`src/rtl/spi_pkg.sv`:
```
// Shared SPI slave types: bus mode encoding, FSM states and edge-role helpers.
package spi_pkg;

  // Encoded as {cpol, cpha}
  typedef enum logic [1:0] {
    Mode0 = 2'b00,
    Mode1 = 2'b01,
    Mode2 = 2'b10,
    Mode3 = 2'b11
  } spi_mode_e;

  typedef enum logic {
    StIdle   = 1'b0,
    StActive = 1'b1
  } spi_state_e;

  function automatic logic spi_sample_edge(spi_mode_e mode, logic rise, logic fall);
    logic [1:0] m;
    logic       lead;
    logic       trail;
    m     = mode;
    lead  = m[1] ? fall : rise;
    trail = m[1] ? rise : fall;
    return m[0] ? trail : lead;
  endfunction

  function automatic logic spi_shift_edge(spi_mode_e mode, logic rise, logic fall);
    logic [1:0] m;
    logic       lead;
    logic       trail;
    m     = mode;
    lead  = m[1] ? fall : rise;
    trail = m[1] ? rise : fall;
    return m[0] ? lead : trail;
  endfunction

endpackage

```
`src/rtl/spi_sync.sv`:
```
// Multi-flop synchroniser for one asynchronous pin with rise/fall detection.
module spi_sync #(
  parameter int unsigned SYNC_STAGES = 3
) (
  input  logic clk,
  input  logic rst_n,
  input  logic d_i,
  output logic q_o,
  output logic rise_o,
  output logic fall_o
);

  logic [SYNC_STAGES-1:0] sync_q;

  always_ff @(posedge clk or negedge rst_n) begin
    if (!rst_n) begin
      sync_q <= '0;
    end else begin
      sync_q <= {sync_q[SYNC_STAGES-2:0], d_i};
    end
  end

  // Level and edges come from the same pair so data stays aligned with sck edges
  assign q_o    = sync_q[SYNC_STAGES-2];
  assign rise_o = sync_q[SYNC_STAGES-2] & ~sync_q[SYNC_STAGES-1];
  assign fall_o = ~sync_q[SYNC_STAGES-2] & sync_q[SYNC_STAGES-1];

endmodule

```
`src/rtl/spi_slave_cfg.sv`:
```
// SPI slave with runtime-selectable mode and bit order, buffered TX/RX handshakes
// and underrun/overrun/abort status pulses.
module spi_slave_cfg
  import spi_pkg::*;
#(
  parameter int unsigned      WIDTH       = 8,
  parameter int unsigned      SYNC_STAGES = 3,
  parameter logic [WIDTH-1:0] IDLE_WORD   = WIDTH'('hFF)
) (
  input  logic             clk,
  input  logic             rst_n,
  input  logic             cpol,
  input  logic             cpha,
  input  logic             lsb_first,
  input  logic             sck,
  input  logic             mosi,
  input  logic             cs_n,
  output logic             miso,
  output logic             miso_oe,
  input  logic [WIDTH-1:0] tx_data,
  input  logic             tx_valid,
  output logic             tx_ready,
  output logic [WIDTH-1:0] rx_data,
  output logic             rx_valid,
  input  logic             rx_ready,
  output logic             busy,
  output logic             tx_underrun,
  output logic             rx_overrun,
  output logic             frame_abort
);

  localparam int unsigned CntW = $clog2(WIDTH);

  typedef logic [WIDTH-1:0] word_t;

  function automatic logic first_bit(word_t w, logic lsb);
    return lsb ? w[0] : w[WIDTH-1];
  endfunction

  function automatic word_t shift_out(word_t w, logic lsb);
    return lsb ? (w >> 1) : (w << 1);
  endfunction

  logic sck_s, sck_rise, sck_fall;
  logic mosi_s, mosi_rise, mosi_fall;
  logic cs_s, cs_rise, cs_fall;
  logic unused_sync;

  spi_sync #(.SYNC_STAGES(SYNC_STAGES)) u_sync_sck (
    .clk   (clk),
    .rst_n (rst_n),
    .d_i   (sck),
    .q_o   (sck_s),
    .rise_o(sck_rise),
    .fall_o(sck_fall)
  );

  spi_sync #(.SYNC_STAGES(SYNC_STAGES)) u_sync_mosi (
    .clk   (clk),
    .rst_n (rst_n),
    .d_i   (mosi),
    .q_o   (mosi_s),
    .rise_o(mosi_rise),
    .fall_o(mosi_fall)
  );

  // Reset to 0 so a CS already low when reset releases never looks like a fresh fall
  spi_sync #(.SYNC_STAGES(SYNC_STAGES)) u_sync_cs (
    .clk   (clk),
    .rst_n (rst_n),
    .d_i   (cs_n),
    .q_o   (cs_s),
    .rise_o(cs_rise),
    .fall_o(cs_fall)
  );

  assign unused_sync = ^{sck_s, mosi_rise, mosi_fall, cs_s};

  spi_state_e      state_q, state_d;
  spi_mode_e       mode_q, mode_d;
  logic            lsb_q, lsb_d;
  logic [CntW-1:0] bit_cnt_q, bit_cnt_d;
  word_t           tx_shift_q, tx_shift_d;
  word_t           rx_shift_q, rx_shift_d;
  word_t           rx_data_q, rx_data_d;
  word_t           tx_hold_q, tx_hold_d;
  logic            miso_q, miso_d;
  logic            rx_valid_q, rx_valid_d;
  logic            tx_full_q, tx_full_d;
  logic            start_pend_q, start_pend_d;
  logic            underrun_q, underrun_d;
  logic            overrun_q, overrun_d;
  logic            abort_q, abort_d;

  logic            sample_edge, shift_edge;
  logic [1:0]      mode_bits;

  assign sample_edge = spi_sample_edge(mode_q, sck_rise, sck_fall);
  assign shift_edge  = spi_shift_edge(mode_q, sck_rise, sck_fall);
  assign mode_bits   = mode_q;

  always_comb begin
    logic      word_start;
    logic      tx_fill;
    spi_mode_e mode_now;
    logic [1:0] mode_now_bits;
    logic      lsb_now;
    word_t     load_word;
    word_t     rx_word;

    state_d      = state_q;
    mode_d       = mode_q;
    lsb_d        = lsb_q;
    bit_cnt_d    = bit_cnt_q;
    tx_shift_d   = tx_shift_q;
    rx_shift_d   = rx_shift_q;
    rx_data_d    = rx_data_q;
    tx_hold_d    = tx_hold_q;
    miso_d       = miso_q;
    rx_valid_d   = rx_valid_q;
    tx_full_d    = tx_full_q;
    start_pend_d = 1'b0;
    underrun_d   = 1'b0;
    overrun_d    = 1'b0;
    abort_d      = 1'b0;
    word_start   = 1'b0;
    mode_now     = mode_q;
    lsb_now      = lsb_q;
    load_word    = IDLE_WORD;
    rx_word      = lsb_q ? {mosi_s, rx_shift_q[WIDTH-1:1]} : {rx_shift_q[WIDTH-2:0], mosi_s};
    tx_fill      = tx_valid & ~tx_full_q;

    if (tx_fill) begin
      tx_hold_d = tx_data;
      tx_full_d = 1'b1;
    end
    if (rx_valid_q && rx_ready) begin
      rx_valid_d = 1'b0;
    end

    unique case (state_q)
      StIdle: begin
        if (cs_fall) begin
          state_d    = StActive;
          mode_now   = spi_mode_e'({cpol, cpha});
          lsb_now    = lsb_first;
          mode_d     = mode_now;
          lsb_d      = lsb_now;
          bit_cnt_d  = '0;
          rx_shift_d = '0;
          word_start = 1'b1;
        end
      end
      StActive: begin
        if (cs_rise) begin
          state_d   = StIdle;
          miso_d    = 1'b0;
          bit_cnt_d = '0;
          abort_d   = (bit_cnt_q != '0);
        end else if (start_pend_q) begin
          word_start = 1'b1;
        end else if (sample_edge) begin
          if (bit_cnt_q == CntW'(WIDTH - 1)) begin
            bit_cnt_d    = '0;
            start_pend_d = 1'b1;
            if (!rx_valid_q || rx_ready) begin
              rx_data_d  = rx_word;
              rx_valid_d = 1'b1;
            end else begin
              overrun_d = 1'b1;
            end
          end else begin
            bit_cnt_d  = bit_cnt_q + 1'b1;
            rx_shift_d = rx_word;
          end
        // With cpha=0 the first bit is already on miso, so skip the shift edge trailing a word
        end else if (shift_edge && (mode_bits[0] || bit_cnt_q != '0)) begin
          miso_d     = first_bit(tx_shift_q, lsb_q);
          tx_shift_d = shift_out(tx_shift_q, lsb_q);
        end
      end
      default: state_d = StIdle;
    endcase

    if (word_start) begin
      if (tx_full_q) begin
        load_word = tx_hold_q;
        tx_full_d = 1'b0;
      end else if (tx_fill) begin
        load_word = tx_data;
        tx_full_d = 1'b0;
      end else begin
        underrun_d = 1'b1;
      end
      mode_now_bits = mode_now;
      if (!mode_now_bits[0]) begin
        miso_d     = first_bit(load_word, lsb_now);
        tx_shift_d = shift_out(load_word, lsb_now);
      end else begin
        tx_shift_d = load_word;
      end
    end else begin
      mode_now_bits = mode_now;
    end
  end

  always_ff @(posedge clk or negedge rst_n) begin
    if (!rst_n) begin
      state_q      <= StIdle;
      mode_q       <= Mode0;
      lsb_q        <= 1'b0;
      bit_cnt_q    <= '0;
      tx_shift_q   <= '0;
      rx_shift_q   <= '0;
      rx_data_q    <= '0;
      tx_hold_q    <= '0;
      miso_q       <= 1'b0;
      rx_valid_q   <= 1'b0;
      tx_full_q    <= 1'b0;
      start_pend_q <= 1'b0;
      underrun_q   <= 1'b0;
      overrun_q    <= 1'b0;
      abort_q      <= 1'b0;
    end else begin
      state_q      <= state_d;
      mode_q       <= mode_d;
      lsb_q        <= lsb_d;
      bit_cnt_q    <= bit_cnt_d;
      tx_shift_q   <= tx_shift_d;
      rx_shift_q   <= rx_shift_d;
      rx_data_q    <= rx_data_d;
      tx_hold_q    <= tx_hold_d;
      miso_q       <= miso_d;
      rx_valid_q   <= rx_valid_d;
      tx_full_q    <= tx_full_d;
      start_pend_q <= start_pend_d;
      underrun_q   <= underrun_d;
      overrun_q    <= overrun_d;
      abort_q      <= abort_d;
    end
  end

  assign miso        = miso_q;
  assign miso_oe     = (state_q == StActive);
  assign busy        = (state_q == StActive);
  assign tx_ready    = ~tx_full_q;
  assign rx_data     = rx_data_q;
  assign rx_valid    = rx_valid_q;
  assign tx_underrun = underrun_q;
  assign rx_overrun  = overrun_q;
  assign frame_abort = abort_q;

endmodule
```
`config.mk`:
```
export PLATFORM = sky130hd
export DESIGN_NAME = spi_slave_cfg
export DESIGN_NICKNAME = d
export VERILOG_FILES = /design/src/rtl/spi_pkg.sv /design/src/rtl/spi_sync.sv /design/src/rtl/spi_slave_cfg.sv
export SDC_FILE = /design/constraint.sdc
export NUM_CORES = 1
export LEC_CHECK = 0
export ABC_AREA = 1
export CORE_MARGIN = 1.5
export CORE_UTILIZATION = 50
export DETAILED_ROUTE_END_ITERATION = 16
export HOLD_SLACK_MARGIN = 0.02
export PLACE_DENSITY = 0.87
export RECOVER_POWER = 50
export SYNTH_ARGS = -nofsm -noshare
export SYNTH_HDL_FRONTEND = slang
export SYNTH_SLANG_ARGS = --single-unit
```
`constraint.sdc`:
```
create_clock -name clk -period 1.5 [get_ports clk]
set_input_delay 0.15 -clock clk [delete_from_list [all_inputs] [get_ports clk]]
set_output_delay 0.15 -clock clk [all_outputs]
set_load 0.02 [all_outputs]
```
## Word-level counts from Yosys, hierarchy flattened

Index checks and enable logic that the tools add are counted.

| storage, ports and cells | value |
|---|---|
| bits in registers | 54 |
| output and inout port bits | 16 |
| word-level logic and storage cells | 131 |

| operators by class | value |
|---|---|
| add/subtract/negate cells | 1 |
| eq/ne operators | 11 |
| muxes and demuxes | 74 |
| bitwise operators | 13 |
| reduce and logical (&&, ||, !) cells | 13 |

Operators by type and width:

| operator | number |
|---|---|
| $mux W8 | 17 |
| $mux W1 | 48 |
| $pmux W8 S2 | 1 |
| $mux W3 | 5 |
| $reduce_and A5 Y1 | 2 |
| $ne A2 B1 Y1 const B | 4 |
| $ne A2 B2 Y1 const B | 4 |
| $not A1 Y1 | 8 |
| $pmux W3 S2 | 1 |
| $reduce_and A6 Y1 | 1 |
| $and A1 B1 Y1 | 5 |
| $pmux W1 S2 | 2 |
| $reduce_bool A2 Y1 | 2 |
| $add A3 B1 Y3 const B | 1 |
| $eq A3 B3 Y1 const B | 1 |
| $ne A3 B2 Y1 const B | 1 |
| $ne A3 B3 Y1 const B | 1 |
| $reduce_and A3 Y1 | 1 |
| $reduce_bool A3 Y1 | 1 |
| $logic_and A1 B1 Y1 | 2 |
| $logic_or A1 B1 Y1 | 2 |
| $reduce_and A2 Y1 | 1 |
| $logic_not A1 Y1 | 1 |

## Depth between registers and ports, before layout

| depth | value |
|---|---|
| depth in word-level cells | 12 |
| gate-level depth with buffers | 11 |

## Hierarchy

From an unflattened synthesis, not the netlist that was laid out.

| unflattened totals | value |
|---|---|
| cells, all modules | 338 |
| area total of the unflattened synthesis | 2796.4 um2 |

Modules (own cells, without submodules):

| module | instances | cells an instance | area each (um2) |
|---|---|---|---|
| spi_slave_cfg | 1 | 317 | 2526.2 |
| spi_sync | 3 | 7 | 90.1 |

## Least setup slack after synthesis

Ideal clock, no wire load.

| path | value |
|---|---|
| kind | reg-to-reg |
| from | register state_q, in the netlist busy |
| to | register tx_shift_q[0] |
| setup time | 0.117 ns |
| arrival time | 1.332 ns |
| path slack | 0.051 ns |
| cell stages (with the launch flop) | 10 |
| cells stage by stage | dfrtp_1 -> inv_2 -> nand3_2 -> nand2_2 -> inv_2 -> nand3_4 -> nand2_4 -> inv_2 -> nor2_1 -> nor2_1 |

| on the way | value |
|---|---|
| cells in the longest elaborated chain, start to end | 4 |

Ends and longest elaborated chain:

| what | RTL line | RTL |
|---|---|---|
| start, declared | spi_slave_cfg.sv:79 | `spi_state_e state_q, state_d;` |
| start signal, assigned | spi_slave_cfg.sv:209 | `state_q <= StIdle;` |
| start signal, assigned | spi_slave_cfg.sv:225 | `state_q <= state_d;` |
| $not A1 Y1 (no source line) / $mux W1 (equally long branches) | - |  |
| $pmux W1 S2 / $mux W8 (equally long branches) | spi_slave_cfg.sv:141, spi_slave_cfg.sv:41 |  |
| $ne A2 B1 Y1 (no source line), or another cell as far along | - |  |
| $reduce_and A5 Y1 (no source line) / $mux W8 (equally long branches) | - |  |
| end signal, assigned | spi_slave_cfg.sv:229 | `tx_shift_q <= tx_shift_d;` |
| end, declared | spi_slave_cfg.sv:83 | `word_t tx_shift_q, tx_shift_d;` |

Several ways; a longest one is shown, not always the timed one.
A chain may end at the register's enable or synchronous reset.

## Worst setup path after layout

| path | value |
|---|---|
| from | register u_sync_cs.sync_q[1] |
| to | register tx_shift_q[1] |

| on the way | value |
|---|---|
| cells in the longest elaborated chain, start to end | 7 |

Ends and longest elaborated chain:

| what | RTL line | RTL |
|---|---|---|
| start, declared | spi_sync.sv:13 | `logic [SYNC_STAGES-1:0] sync_q;` |
| start signal, assigned | spi_sync.sv:19 | `sync_q <= {sync_q[SYNC_STAGES-2:0], d_i};` |
| parallel branches: the longest is 7 deep, another holds $reduce_and A5 Y1 | - |  |

Several ways; the timed one is not identified.

==> metrics.cfg <==
[run_status]
status = finished with violations
violations = setup timing

[die]
die_h_um = 77.92
coreArea_um2 = 5473
die_area_um2 = 6072
initial_core_util_pct = 51.28
rows = 27
io_pins = 34
die_width_um = 77.92

[finish]
nFillCells = 376
fin_util_pct = 71.01
syn2layout_area_growth_pct = 38.48
drive_above_1_share_pct = 31.28
fin_cells = 494
nNetsFinal = 442
n_antenna_cell = 0

[clock_tree]
cts_tree = yes
cts.sinks = 54
htree_levels = 2
clk_path_buf_depth = 2
numCtsBuffers = 5
root_buffer = clkbuf_8
clkLatencyLatePin_ns = 0.32
clkTransAtPathRegs_ns = 0.10

[logic_synthesis]
ys_seq_elements = 54
synthSimpleGateAreaFrac_pct = 35.80
yosysWarnings = 0
avgSynthCellArea_um2 = 7.928
synth_cell_types = 29
synth_cells = 354
synth_mux_area_share_pct = 1.159
yosys.area.top_type = dfrtp_1
seq_area_frac_synth_pct = 48.15
synth_compound_area_share_pct = 5.974
netlist_area_um2 = 2806
synth_fa_ha_area_share_pct = 1.337
synth_top_family_by_area = simple AND/OR/NAND/NOR gates
netlist_top_cells_area = dfrtp_1, nand2_1, nand3_1, inv_1, a21oi_1
synth_top_area_share_pct = 48.15
synth_fp_nets = 375
synthXorXnorAreaFrac_pct = 0

[route]
routed-via-count = 2719
drt-vias-per-instance = 5.504
wire_per_inst_um = 15.36
drc = 0
drtAntennaViolNets = 0
totalWireLength_mm = 7.586
dr.pass1.iters = 7
drt_iter0_drc = 368

[setup_path]
cp_slowest_cell = dfrtp_1
reg2reg_slack_ns = -0.03
slowest_delay_ns = 0.43
crit_family = simple AND/OR/NAND/NOR gates
arrival_ns = 1.75
cp.required_ns = 1.72
cp-start-kind = flip-flop
endpoint_kind = flip-flop
crit_chain = inv_2 > nand2_2 > nor2_4 > buf_12 > nand2_8 > nand2_8 > nand2_1 > nand3_1 > nand2_1 > nand3_2 > nand2_1
worst_path_most_repeated_cell = nand2_1
critPathBufInv = 2
cp_max_fo = 8
crit_type = flip-flop to flip-flop

[power]
leakage_nw = 1.948
max-vdd-ir-drop_v = 0.0006145
p_per_area_nw_per_um2 = 1236

[placed_design]
place_congestion = 0.8625
placed_cells = 472
portBuffers = 33
hpwl_mm = 4.564

[timing]
fmax_ghz = 0.6557
report.final.slew_viol_count = 0
setup_viol = 1
fin_crit_ns = 1.525
skew_ns = 0.01112
min_period_over_period_pct = 101.7
setup-tns-final_ns = -0.02519
fin_ws_ns = -0.02519
hold_viol = 0
worst_pin_slew_ns = 0.7427
rsz0062_at_grt = yes
slew_headroom_pct = 50.49

[global_route]
grt_usage_pct = 22.74
overflow = 0
grt_max_degree = 55
grt_pass1_wl_mm = 11.03
antenna_found_initial = 0
grt_pass1_vias = 2513

[run]
maxCapViolCount = 0

[min_path]
hold_path_class = flip-flop to flip-flop

[routing by layer]
metal / global-route usage (%) / vias to the layer above / share of wire (%) / wire, µm
li1: - / 1272 / - / -
met1: 28.54 / 1300 / 39 / 2978
met2: 37.91 / 117 / 52 / 3953
met3: 3.882 / 30 / 5.6 / 422
met4: 11.07 / 0 / 3.0 / 231
met5: 0 / - / 0 / 0
[cell usage in the layout, fill, tap and decap left out, types with 4 or more instances in the layout]
| master | Yosys | layout |
|---|---|---|
| nand2_1 | 121 | 104 |
| buf_4 | 3 | 28 |
| inv_4 | 1 | 4 |
| o21ai_0 | 9 | 6 |
| nand3_2 | 2 | 14 |
| nor2_4 | 1 | 6 |
| clkdlybuf4s50_1 | 0 | 23 |
| nand2_4 | 2 | 6 |
| nand3_4 | 1 | 4 |
| nand3_1 | 61 | 46 |
| o21ai_2 | 2 | 4 |
| inv_1 | 28 | 23 |
| dfrtp_1 | 54 | 52 |
| dlygate4sd3_1 | 0 | 4 |
| a21oi_1 | 15 | 12 |
| clkbuf_8 | 0 | 5 |
| inv_2 | 5 | 7 |
| nor2_1 | 18 | 11 |
| nand2_2 | 4 | 18 |
[flip-flops by register name, summed over array words and instances, names as in the netlist]
name and flops:
lsb_q 1, mode_bits 2, u_sync_sck.sync_q 3, tx_full_q 1, rx_data 8, rx_shift_q 8
bit_cnt_q 3, frame_abort 1, tx_underrun 1, tx_hold_q 8, miso 1, u_sync_mosi.sync_q 2
rx_overrun 1, tx_shift_q 8, start_pend_q 1, rx_valid 1, busy 1, u_sync_cs.sync_q 3
[cells by family (layout without fill, tap and decap cells)]
kind of cell	count (synthesis)	count (layout)
compound gates	31	31
fa+ha+maj	3	3
buf+inv	46	113
flops	54	54
mux	3	3
simple gates	217	218
[power by group]
| group | internal (W) | switching [W] |
|---|---|---|
| logic | 0.000796 | 0.00118 |
| registers | 0.00173 | 0.000238 |
| clock network | 0.000338 | 0.000526 |
| total | 0.00287 | 0.00194 |
[cell type report]
class                   count  area, µm²  share of cell area (%)
clock buffers               5      68.82                   1.771
clock inverters             3      25.02                  0.6439
inverters                  35      148.9                   3.831
multi-input cells         255       1549                   39.86
flip-flops and latches     54       1354                   34.84
well taps                  72      90.09                   2.318
repair buffers             69      643.1                   16.55
repair inverters            1      7.507                  0.1932
[synthesized netlist by cell type, drive strengths merged]
library cell / instances
nand3: 64
ha: 3
inv: 34
nor3: 3
clkinv: 1
dfrtp: 54
mux2: 2
o22ai: 2
nor2: 20
a21oi: 15
mux2i: 1
nand2: 130
buf: 9
o21ai: 13
a22oi: 1
clkbuf: 2
[worst paths after layout]
kind | depth (start not counted) | endpoint | start
setup / recovery | 11 | tx_shift_q[1] | u_sync_cs.sync_q[1]
hold reg to reg | 0 | u_sync_sck.sync_q[1] | u_sync_sck.sync_q[0]
max in group asynchronous | 3 | busy | rst_n
min in group asynchronous | 3 | bit_cnt_q[1] | rst_n
hold / removal | 0 | u_sync_sck.sync_q[1] | u_sync_sck.sync_q[0]
setup reg to reg | 11 | tx_shift_q[1] | u_sync_cs.sync_q[1]
[through the flow]
stage / worst slack (ns) / total power [W] / hold WS (ns) / cell area [µm²]
global placement: -0.07932 / 0.003381 / 0.1655 / 3336
finish: -0.02519 / 0.004805 / 0.3569 / 3886
global route: -0.1052 / 0.005089 / 0.3627 / 3886
floorplan: 0.05115 / 0.002971 / -0.1456 / 2806
detailed placement: -0.1679 / 0.003457 / 0.1687 / 3336
CTS: -0.01450 / 0.004339 / 0.2510 / 3480
[worst register-to-register path, delay by kind of cell (launching register included)]
| kind | cells | cell delay (ns) |
|---|---|---|
| buf+inv | 2 | 0.23 |
| flops | 1 | 0.43 |
| simple gates | 9 | 0.76 |
[what timing repair did]
item,4_1_cts,5_1_grt
gates resized for setup,11,89
endpoints found under the setup margin,29,32
hold buffers,1,0
cloned,0,2
hold endpoints to repair,54,0
buffers inserted,1,11
pin swaps,1,25
Power figures use the tool's default switching activity.
